$ cat config.mk
export PLATFORM = sky130hd
export DESIGN_NAME = usr_cmd_sequencer
export DESIGN_NICKNAME = d
export VERILOG_FILES = /design/src/rtl/usr_cmd_sequencer_pkg.sv /design/src/rtl/usr_step_counter.sv /design/src/rtl/usr_cmd_sequencer.sv
export SDC_FILE = /design/constraint.sdc
export NUM_CORES = 1
export LEC_CHECK = 0
export ABC_CLOCK_PERIOD_IN_PS = 2200
export CORE_MARGIN = 1.5
export CORE_UTILIZATION = 48
export CTS_BUF_LIST = sky130_fd_sc_hd__clkbuf_8
export CTS_CLUSTER_SIZE = 24
export DETAILED_ROUTE_END_ITERATION = 12
export PLACE_DENSITY = 0.92
export SYNTH_ARGS = -nofsm -noshare
export SYNTH_HDL_FRONTEND = slang
export SYNTH_SLANG_ARGS = --single-unit
$ cat constraint.sdc
create_clock -name clk -period 2.2 [get_ports clk]
set_input_delay 0.44 -clock clk [delete_from_list [all_inputs] [get_ports clk]]
set_output_delay 0.44 -clock clk [all_outputs]
set_load 0.02 [all_outputs]
$ cat src/rtl/usr_cmd_sequencer_pkg.sv
// usr_cmd_sequencer_pkg: shared encodings for the command sequencer that
// drives the 4-bit universal shift register.
package usr_cmd_sequencer_pkg;

    // Default register width; must match the driven shift register.
    localparam int DEF_WIDTH = 4;

    // Command opcodes share the shift register's ctrl encoding, so an
    // accepted opcode can be forwarded to ctrl unchanged.
    typedef enum logic [1:0] {
        OP_HOLD = 2'b00,
        OP_SHL  = 2'b01,
        OP_SHR  = 2'b10,
        OP_LOAD = 2'b11
    } op_e;

    typedef enum logic {
        S_IDLE = 1'b0,
        S_RUN  = 1'b1
    } state_e;

endpackage

$ cat src/rtl/usr_step_counter.sv
// usr_step_counter: loadable down-counter holding the number of remaining
// steps of a command. The load value is the requested length, saturated
// to MAX_VAL with zero promoted to one; the counter then holds length-1 so
// that the zero flag marks the final step.
module usr_step_counter #(
    parameter int CNT_W   = 3,
    parameter int MAX_VAL = 4
) (
    input  logic             clk,
    input  logic             rst,
    input  logic             load,
    input  logic             dec,
    input  logic [CNT_W-1:0] load_val,
    output logic             zero
);

    localparam logic [CNT_W-1:0] MAX_C = CNT_W'(MAX_VAL);

    logic [CNT_W-1:0] cnt;

    // Effective length: 0 behaves as 1, anything above MAX_VAL clips.
    function automatic logic [CNT_W-1:0] sat_len(input logic [CNT_W-1:0] v);
        logic [CNT_W-1:0] r;
        if (v == '0) begin
            r = CNT_W'(1);
        end else if (v > MAX_C) begin
            r = MAX_C;
        end else begin
            r = v;
        end
        return r;
    endfunction

    // Remaining-step register: load on accept, count down while running.
    always_ff @(posedge clk or negedge rst) begin
        if (!rst) begin
            cnt <= '0;
        end else if (load) begin
            cnt <= sat_len(load_val) - CNT_W'(1);
        end else if (dec && (cnt != '0)) begin
            cnt <= cnt - CNT_W'(1);
        end
    end

    assign zero = (cnt == '0);

endmodule

$ cat src/rtl/usr_cmd_sequencer.sv
// usr_cmd_sequencer: accepts hold/shift/load commands over valid/ready and
// expands each into N cycles of ctrl/d drive for the universal shift
// register, followed by a one-cycle done pulse.
// Optional feature macro: USR_SEQ_ABORT_EN (adds cmd_abort / aborted).
module usr_cmd_sequencer
    import usr_cmd_sequencer_pkg::*;
#(
    parameter int WIDTH = DEF_WIDTH,
    parameter int CNT_W = 3
) (
    input  logic             clk,
    input  logic             rst,
    input  logic             cmd_valid,
    output logic             cmd_ready,
    input  logic [1:0]       cmd_op,
    input  logic [WIDTH-1:0] cmd_data,
    input  logic [CNT_W-1:0] cmd_count,
    output logic [1:0]       ctrl,
    output logic [WIDTH-1:0] d,
    output logic             busy,
    output logic             done
`ifdef USR_SEQ_ABORT_EN
    ,
    input  logic             cmd_abort,
    output logic             aborted
`endif
);

    state_e           state, state_nxt;
    logic [1:0]       ctrl_nxt;
    logic [WIDTH-1:0] d_nxt;
    logic [WIDTH-1:0] data_buf, data_buf_nxt;
    logic             busy_nxt, done_nxt, ready_nxt;
    logic             cnt_load, cnt_dec, cnt_zero;
    logic             finish;
    logic [CNT_W-1:0] cnt_len;
`ifdef USR_SEQ_ABORT_EN
    logic             aborted_nxt;
`endif

    // Drive word for one step; the current serial bit is always word[0]
    // because the data buffer shifts right by one bit per step.
    function automatic logic [WIDTH-1:0] step_drive(input logic [1:0]       op,
                                                    input logic [WIDTH-1:0] word);
        logic [WIDTH-1:0] v;
        v = '0;
        case (op)
            OP_LOAD: v = word;
            OP_SHL:  v[0] = word[0];
            OP_SHR:  v[WIDTH-1] = word[0];
            default: v = '0;
        endcase
        return v;
    endfunction

    // Loads always run exactly one step; count is ignored for them.
    assign cnt_len = (cmd_op == OP_LOAD) ? CNT_W'(1) : cmd_count;

    usr_step_counter #(
        .CNT_W   (CNT_W),
        .MAX_VAL (WIDTH)
    ) u_step_counter (
        .clk      (clk),
        .rst      (rst),
        .load     (cnt_load),
        .dec      (cnt_dec),
        .load_val (cnt_len),
        .zero     (cnt_zero)
    );

    // Next-state and registered-output decode.
    always_comb begin
        state_nxt    = state;
        ctrl_nxt     = ctrl;
        d_nxt        = d;
        busy_nxt     = busy;
        done_nxt     = 1'b0;
        ready_nxt    = cmd_ready;
        data_buf_nxt = data_buf;
        cnt_load     = 1'b0;
        cnt_dec      = 1'b0;
        finish       = cnt_zero;
`ifdef USR_SEQ_ABORT_EN
        aborted_nxt  = 1'b0;
        finish       = cnt_zero || cmd_abort;
`endif
        case (state)
            S_IDLE: begin
                ready_nxt = 1'b1;
                busy_nxt  = 1'b0;
                ctrl_nxt  = OP_HOLD;
                d_nxt     = '0;
                if (cmd_ready && cmd_valid) begin
                    state_nxt    = S_RUN;
                    busy_nxt     = 1'b1;
                    ready_nxt    = 1'b0;
                    data_buf_nxt = cmd_data;
                    ctrl_nxt     = cmd_op;
                    d_nxt        = step_drive(cmd_op, cmd_data);
                    cnt_load     = 1'b1;
                end
            end
            S_RUN: begin
                if (finish) begin
                    state_nxt = S_IDLE;
                    ctrl_nxt  = OP_HOLD;
                    d_nxt     = '0;
                    busy_nxt  = 1'b0;
                    done_nxt  = 1'b1;
                    ready_nxt = 1'b1;
`ifdef USR_SEQ_ABORT_EN
                    // A final step that coincides with abort is a normal finish.
                    aborted_nxt = !cnt_zero;
`endif
                end else begin
                    cnt_dec      = 1'b1;
                    data_buf_nxt = data_buf >> 1;
                    d_nxt        = step_drive(ctrl, data_buf >> 1);
                end
            end
            default: begin
                state_nxt = S_IDLE;
            end
        endcase
    end

    // State and output registers; reset clears the whole command context.
    always_ff @(posedge clk or negedge rst) begin
        if (!rst) begin
            state     <= S_IDLE;
            ctrl      <= OP_HOLD;
            d         <= '0;
            busy      <= 1'b0;
            done      <= 1'b0;
            cmd_ready <= 1'b0;
            data_buf  <= '0;
`ifdef USR_SEQ_ABORT_EN
            aborted   <= 1'b0;
`endif
        end else begin
            state     <= state_nxt;
            ctrl      <= ctrl_nxt;
            d         <= d_nxt;
            busy      <= busy_nxt;
            done      <= done_nxt;
            cmd_ready <= ready_nxt;
            data_buf  <= data_buf_nxt;
`ifdef USR_SEQ_ABORT_EN
            aborted   <= aborted_nxt;
`endif
        end
    end

endmodule

======== Yosys cells after proc, flatten, opt, wreduce, memory -nomap -nowiden ========
Index checks and enable logic that the tools add are counted.
operators by class
  $add $sub $neg .......................... 2
  $lt $le $gt $ge ......................... 1
  equality and inequality tests ........... 9
  muxes and demuxes ....................... 33
  bitwise gates (word level) .............. 1
  reductions and logical operators ........ 9
operator list
  cell                                                                     count
  3-bit 2-to-1 mux                                                         6
  4-bit 2-to-1 mux                                                         4
  4-bit one-hot mux with 2 select lines                                    2
  1-bit 2-to-1 mux                                                         12
  2-bit == test, second input constant                                     4
  2-bit 2-to-1 mux                                                         4
  1-bit one-hot mux with 2 select lines                                    4
  3-bit zero test                                                          2
  3-bit by 1-bit subtractor with 3-bit output, second input constant       2
  2-bit by 1-bit == test with 1-bit output, second input constant          2
  2-bit inequality test, second input constant                             2
  2-bit one-hot mux with 2 select lines                                    1
  2-bit OR reduction                                                       2
  3-bit > comparator, second input constant                                1
  3-bit nonzero test                                                       1
  1-bit logical AND                                                        2
  2-bit by 1-bit inequality test with 1-bit output, second input constant  1
  2-bit AND reduction                                                      1
  2-bit nonzero test                                                       1
  1-bit inverter                                                           1
storage, ports and cells
  bits in registers ....................... 17
  bits of input ports ..................... 12
  output and inout bits ................... 9

======== Longest topological paths before layout ========
Gate-level depths: netlist (run 1).
  word-level depth ........................ 8
  gate-level depth with buffers ........... 8
  gate-level depth less buffers ........... 7

======== Modules after synthesis ========
Synthesis (run 1) repeated with hierarchy kept, for this count alone.
second synthesis, totals
  cell total of the unflattened synthesis .. 77
  area, all modules ....................... 794.5 um^2
modules (own cells, without submodules)
  module             instances  cells an instance  area each (um^2)
  usr_cmd_sequencer  1          51                 584.3
  usr_step_counter   1          26                 210.2

======== Least setup slack after synthesis (run 1) ========
Ideal clock, no wire load.
  kind .................................... flip-flop to flip-flop
  start ................................... register cmd_ready
  end ..................................... register u_step_counter.cnt[2]
  library setup time ...................... 0.070 ns
  arrival ................................. 1.699 ns
  path slack .............................. 0.430 ns
  cell stages (with the launch flop) ...... 8
  clock period less this slack ............ 1.770 ns
  cell sequence ........................... dfrtp_1 > and3b_1 > buf_2 > and4b_1 > a21oi_1 > ha_1 > or3_1 > nand4_1
on the way
  word-level cells in the longest chain between the ends .. 4
ends and longest elaborated chain
  item                                                    line                      source
  from (decl)                                             usr_cmd_sequencer.sv:14   output logic cmd_ready,
  from (signal assigned)                                  usr_cmd_sequencer.sv:146  cmd_ready <= ready_nxt;
  1-bit logical AND *                                     usr_cmd_sequencer.sv:93   if (cmd_ready && cmd_valid) begin
  1-bit 2-to-1 mux *                                      usr_cmd_sequencer.sv:93
  1-bit 2-to-1 mux *                                      usr_cmd_sequencer.sv:87   case (state)
  3-bit 2-to-1 mux or 2-bit nonzero test (tied branches)  -
  to (signal assigned)                                    usr_step_counter.sv:39    cnt <= sat_len(load_val) - CNT_W'(1);
  to (signal assigned)                                    usr_step_counter.sv:41    cnt <= cnt - CNT_W'(1);
  to (decl)                                               usr_step_counter.sv:19    logic [CNT_W-1:0] cnt;
Mark *: on every way between the ends. The rest lies on a longest branch, timed or not.
A chain may end at the register's enable or synchronous reset.

======== Final worst setup path (run 1) ========
  start ................................... input cmd_count[1]
  end ..................................... register u_step_counter.cnt[2]
on the way
  word-level cells in the longest chain between the ends .. 7
ends and longest elaborated chain
  item                                           line                     source
  from (decl)                                    usr_cmd_sequencer.sv:17  input logic [CNT_W-1:0] cmd_count,
  3-bit 2-to-1 mux *                             usr_cmd_sequencer.sv:57  assign cnt_len = (cmd_op == OP_LOAD) ? CNT_W'(1) : cmd_count;
  3-bit > comparator                             usr_step_counter.sv:26   end else if (v > MAX_C) begin
  3-bit 2-to-1 mux                               usr_step_counter.sv:26
  3-bit 2-to-1 mux *                             usr_step_counter.sv:24   if (v == '0) begin
  3-bit 2-to-1 mux *                             usr_step_counter.sv:38   end else if (load) begin
  3-bit by 1-bit subtractor with 3-bit output *  usr_step_counter.sv:39
  3-bit 2-to-1 mux *                             usr_step_counter.sv:38
Mark *: on every way between the ends. The rest lies on a longest branch, timed or not. The select of a mux whose other input is x is not followed.

==> results of run 1 <==
==> layout make-up <==
cell class	instances	area (um2)	area share [%]
multi-input combinational	57	352.8	33.77
tap	16	20.02	1.916
timing repair buffer	24	230.2	22.04
clock buffer	3	41.29	3.952
sequential	16	400.4	38.32
==> per-layer routing <==
metal	GRT usage [%]	up-vias	routed length, um
met3	2.553	5	115
met4	11.25	0	31
met5	0	-	0
met2	32.42	37	807
li1	-	317	-
met1	26.87	309	696
==> flip-flops by register name (all words and copies together), names as in the netlist <==
signal,flops
cmd_ready,1
busy,1
data_buf,3
done,1
ctrl,2
d,4
u_step_counter.cnt,3
state,1
==> synth_stat cells, drive strengths merged <==
master / count / area share, %
nand2b: 2 / 1.6
or3: 1 / 0.82
a22o: 1 / 1.1
nand3b: 3 / 3.0
nor3: 1 / 1.3
o31ai: 1 / 0.98
mux2: 2 / 3.0
o22ai: 2 / 1.6
dfrtp: 16 / 52
a21bo: 1 / 1.3
mux2i: 1 / 1.3
nand2: 17 / 8.4
nand3: 4 / 2.6
ha: 1 / 1.6
nand4: 2 / 1.6
nor2b: 3 / 2.5
o211ai: 1 / 0.98
and3b: 1 / 1.1
and4b: 1 / 1.3
nand4b: 1 / 1.1
and2: 1 / 0.98
or2: 1 / 0.82
o31a: 1 / 1.3
a21oi: 4 / 3.1
o21ai: 4 / 2.6
buf: 2 / 1.3
==> power by group through the flow <==
stage / sequential (mW) / clock [mW] / combinational, mW
6_report: 0.496 / 0.207 / 0.592
5_1_grt: 0.513 / 0.226 / 0.648
4_1_cts: 0.495 / 0.213 / 0.595
3_5_place_dp: 0.497 / 0 / 0.588
3_3_place_gp: 0.490 / 0 / 0.571
2_1_floorplan: 0.532 / 0 / 0.335
==> worst paths after layout <==
| kind | startpoint | slack, ns | endpoint |
|---|---|---|---|
| setup / recovery | cmd_count[1] | 0.25 | u_step_counter.cnt[2]$_DFFE_PN0P_ |
| hold / removal | busy$_DFFE_PN0P_ | 0.50 | busy$_DFFE_PN0P_ |
| setup reg to reg | cmd_ready$_DFFE_PN0P_ | 0.47 | u_step_counter.cnt[2]$_DFFE_PN0P_ |
| hold reg to reg | busy$_DFFE_PN0P_ | 0.50 | busy$_DFFE_PN0P_ |
| max in group asynchronous | rst | 1.16 | state$_DFF_PN0_ |
| min in group asynchronous | rst | 0.61 | data_buf[3]$_DFFE_PN0P_ |
==> cells by family after synthesis <==
kind of cell / share of synthesized area [%]
buffers and inverters: 1.312
AO/OA/AOI/OAI: 13.12
multiplexers: 4.262
flip-flops: 52.46
AND/OR/NAND/NOR: 27.21
adder cells (fa/ha/maj): 1.639
==> worst register-to-register path: cells and delay by family (launching register included) <==
family / cells / cell delay [ns]
AOI/OAI and AO/OA: 2 / 0.27
and+or+nand+nor: 3 / 0.70
DFF: 1 / 0.43
adders and majority gates: 1 / 0.26
==> results.toml, run 1 <==
[status]
status = "finished, final reports clean"

[die]
chipHeight_um = 42.88
pin_count = 21
die_x_um = 42.88
initial_utilization_pct = 51.26
row_count = 14
die_area_um2 = 1838
coreArea_um2 = 1489

[synth]
postSynthNetCount = 88
ys_seq_area_share_pct = 52.46
syn_inst = 75
syn_area_per_cell_um2 = 10.18
yosysUniqueCellTypes = 27
ys_ff_latch = 16
synth_area_um2 = 763.2
yosys_warnings = 0

[global_routing]
grt_first_pass_wirelength_um = 2649
antenna_found_initial = 0
grt_pass1_vias = 584
overflow = 0
grtUsageTotal_pct = 20.43
grt_max_degree = 17

[final_layout]
finish.utilization_pct = 70.17
final_common_cell = "clkdlybuf4s50_1"
drive_above_1_share_pct = 13.00
finalInstanceArea_um2 = 1045
nNetsFinal = 115
fin_cells = 116
filler_cell_count = 112
layout_common_cells = "20 x clkdlybuf4s50_1, 17 x nand2_1, 16 x dfrtp_1"
diodes = 0
synthToLayoutAreaGrowth_pct = 36.88

[routing]
drt_iter0_drc = 23
wl_per_cell_um = 14.24
num_vias = 668
routed_wl_um = 1652
routed_via_density = 5.759
ant_nets = 0
post-route-drc-count = 0
dr.pass1.iters = 4

[worst_setup_path]
crit_family = "simple AND/OR/NAND/NOR gates"
max_stage_delay_ns = 0.45
worstPathArrival_ns = 2.12
end_kind = "flop"
crit_slowest_cell = "clkdlybuf4s50_1"
reg2regPathDepth = 6
cp_num_cells = 7
required_ns = 2.38
start_kind = "input pin"
cp_cell_sequence = "clkdlybuf4s50_1, nor2b_1, o211ai_1, o21ai_0, ha_1, or3_1, nand4_1"
critPathBufInv = 1
worst-path-max-fanout = 4
crit_type = "input pin to flop"

[sta]
finalSetupViolations = 0
relSlewSlack_pct = 54.41
setup_ws_ns = 0.2521
hold_viol = 0
min_period_ns = 1.948
worstMarginPinSlew_ns = 0.6816
fin_setup_tns_ns = 0
min_period_over_period_pct = 88.54
rsz0062_at_grt = "false"
finClkSkew_ns = 0.001608
finalMaxSlewViolations = 0
max_clock_freq_mhz = 513.4
fin_hold_ws_ns = 0.4960

[placement]
hpwl_um = 1195
placed_cells = 113
gp_congestion = 0.7886
place_worst_setup_slack_ns = 0.07140
io_buffers = 20
placedInstanceArea_um2 = 1003

[power]
p_sw_uw = 485.8
p_int_uw = 809.8
irDropWorstVdd_v = 0.0007172
switching_share_pct = 37.50
p_leak_nw = 0.4688
total_power_mw = 1.296
p_clk_share_pct = 16.0
pwr-share-comb_pct = 45.7
powerDensity_nw_per_um2 = 1240
power_frac_seq_pct = 38.3

[clock_network]
cts_tree = "built"
cts_resized = 0
clock_path_buffers = 2
clk_pin_slew_ns = 0.05
cts_setup_buffers = 0
cts_root_buffer = "clkbuf_8"
clock-sinks = 16
numCtsBuffers = 3
htree_num_levels = 1
clock_latency_ns = 0.24
ctsHoldBuffers = 0

[hold_path]
hold_depth = 2
min_path_type = "flop to flop"

[job]
drv_cap = 0
Power figures use the tool's default switching activity.
==> inputs of run 2 (changes only) <==
Settings changed: CORE_UTILIZATION 48 to 31, PLACE_DENSITY 0.92 to 0.68.
==> run 2 against run 1 <==
  * Global-route usage down 6.2 points
  * Largest power group unchanged
  * Clock skew rose by 0.00062 ns
  * Critical path depth is the same
  * Register-to-register slack barely moved
  * Maximum frequency grew 3.2%
  * Combinational power is 2% higher
  * Utilization down 22 points
  * Die area grew 51%
  * Sequential cell count unchanged
  * Sequential share of layout area shrank 1.5 points
  * Non-clock buffer count grew 2
==> results.toml, run 2 (synthesized netlist as in run 1, its figures left out) <==
[worst_setup_path]
crit_family = "simple AND/OR/NAND/NOR gates"
required_ns = 2.38
start_kind = "input pin"
crit_type = "input pin to flop"
worst-path-max-fanout = 4
critPathBufInv = 1
crit_slowest_cell = "clkdlybuf4s50_1"
worstPathArrival_ns = 2.07
cp_cell_sequence = "clkdlybuf4s50_1, nor2b_1, o211ai_1, o21ai_0, ha_1, or3_1, nand4_1"
max_stage_delay_ns = 0.41
end_kind = "flop"

[clock_network]
clk_pin_slew_ns = 0.06
cts_root_buffer = "clkbuf_8"
clock-sinks = 16
clock_path_buffers = 2
htree_num_levels = 1
cts_tree = "built"
numCtsBuffers = 3
clock_latency_ns = 0.25
cts_resized = 0
ctsHoldBuffers = 0
cts_setup_buffers = 0

[sta]
rsz0062_at_grt = "false"
worstMarginPinSlew_ns = 0.2996
hold_viol = 0
finClkSkew_ns = 0.002232
finalMaxSlewViolations = 0
relSlewSlack_pct = 79.92
finalSetupViolations = 0
min_period_ns = 1.888
fin_setup_tns_ns = 0
min_period_over_period_pct = 85.80
max_clock_freq_mhz = 529.8

[die]
die_x_um = 52.62
row_count = 17
chipHeight_um = 52.62
die_area_um2 = 2769
pin_count = 21
initial_utilization_pct = 33.53
coreArea_um2 = 2276

[global_routing]
antenna_found_initial = 0
overflow = 0
grtUsageTotal_pct = 14.18
grt_first_pass_wirelength_um = 2787
grt_max_degree = 17
grt_pass1_vias = 654

[final_layout]
diodes = 0
fin_cells = 131
drive_above_1_share_pct = 15.53
reg_top3 = "d (4), data_buf (3), u_step_counter.cnt (3)"
layout_common_cells = "20 x clkdlybuf4s50_1, 17 x nand2_1, 16 x dfrtp_1, 6 x buf_4"
multi_input_area_um2 = 352.8
regMostFlops = "d"
final_common_cell = "clkdlybuf4s50_1"
filler_cell_count = 229
regArea_um2 = 400.4
synthToLayoutAreaGrowth_pct = 42.62
nNetsFinal = 117
largest_reg_flops = 4

[job]
drv_cap = 0

[power]
powerDensity_nw_per_um2 = 1244
p_leak_nw = 0.4851
irDropWorstVdd_v = 0.0006820

[routing]
ant_nets = 0
dr.pass1.iters = 4
post-route-drc-count = 0
routed_wl_um = 1671
wl_per_cell_um = 12.76
num_vias = 671
routed_via_density = 5.122
drt_iter0_drc = 10

[placement]
placed_cells = 127
hpwl_um = 1312
gp_congestion = 0.7798
io_buffers = 20

[status]
status = "finished, final reports clean"

[hold_path]
min_path_type = "flop to flop"
run 2: changes by cell type in the layout (fill, tap and decap cells not counted), sizes merged:
| cell | previous run | this run |
|---|---|---|
| clkbuf | 3 | 4 |
| buf | 4 | 6 |
run 2: power by group:
group / switching, mW / internal [mW]
sequential: 0.0865 / 0.402
combinational: 0.312 / 0.293
clock: 0.102 / 0.159
total: 0.501 / 0.854
run 2: final cells by class:
| class | instances | area share [%] |
|---|---|---|
| repair buffers | 26 | 22.53 |
| multi-input cells | 57 | 32.41 |
| clock buffers | 4 | 5.057 |
| flip-flops and latches | 16 | 36.78 |
| well taps | 28 | 3.218 |
run 2: through the flow:
stage | setup WS [ns] | hold WS (ns) | instance area [um2] | total power, mW | util [%]
2_1_floorplan | 0.4302 | 0.1444 | 763.2 | 0.8670 | -
3_3_place_gp | 0.1152 | 0.4642 | 1033 | 1.088 | 45.41
3_5_place_dp | 0.03613 | 0.4662 | 1033 | 1.104 | 45.41
4_1_cts | 0.3034 | 0.4816 | 1089 | 1.370 | 47.83
5_1_grt | 0.2439 | 0.4988 | 1089 | 1.455 | 47.83
6_report | 0.3123 | 0.4761 | 1089 | 1.355 | 47.83
run 2: path summary, 6_finish.rpt:
path / end / start / cells past startpoint / slack (ns)
min reg2reg: busy$_DFFE_PN0P_ / busy$_DFFE_PN0P_ / 2 / 0.48
max reg2reg: u_step_counter.cnt[2]$_DFFE_PN0P_ / cmd_ready$_DFFE_PN0P_ / 6 / 0.46
min: busy$_DFFE_PN0P_ / busy$_DFFE_PN0P_ / 2 / 0.48
max in group asynchronous: ctrl[1]$_DFFE_PN0P_ / rst / 2 / 1.52
min in group asynchronous: u_step_counter.cnt[1]$_DFFE_PN0P_ / rst / 2 / 0.50
max: u_step_counter.cnt[2]$_DFFE_PN0P_ / cmd_count[1] / 7 / 0.31
run 2: routing by layer:
metal / global-route usage, % / up-vias / share of wire, %
li1: - / 326 / -
met1: 16.46 / 318 / 45
met2: 22.92 / 24 / 47
met3: 6.571 / 3 / 6.9
met4: 4.701 / 0 / 0.90
met5: 0 / - / 0
run 2: worst reg2reg max path: stages (launching register included):
cell	delay, ns
dfrtp_1	0.43
and3b_1	0.24
o211ai_1	0.13
o21ai_0	0.15
ha_1	0.26
or3_1	0.37
nand4_1	0.09
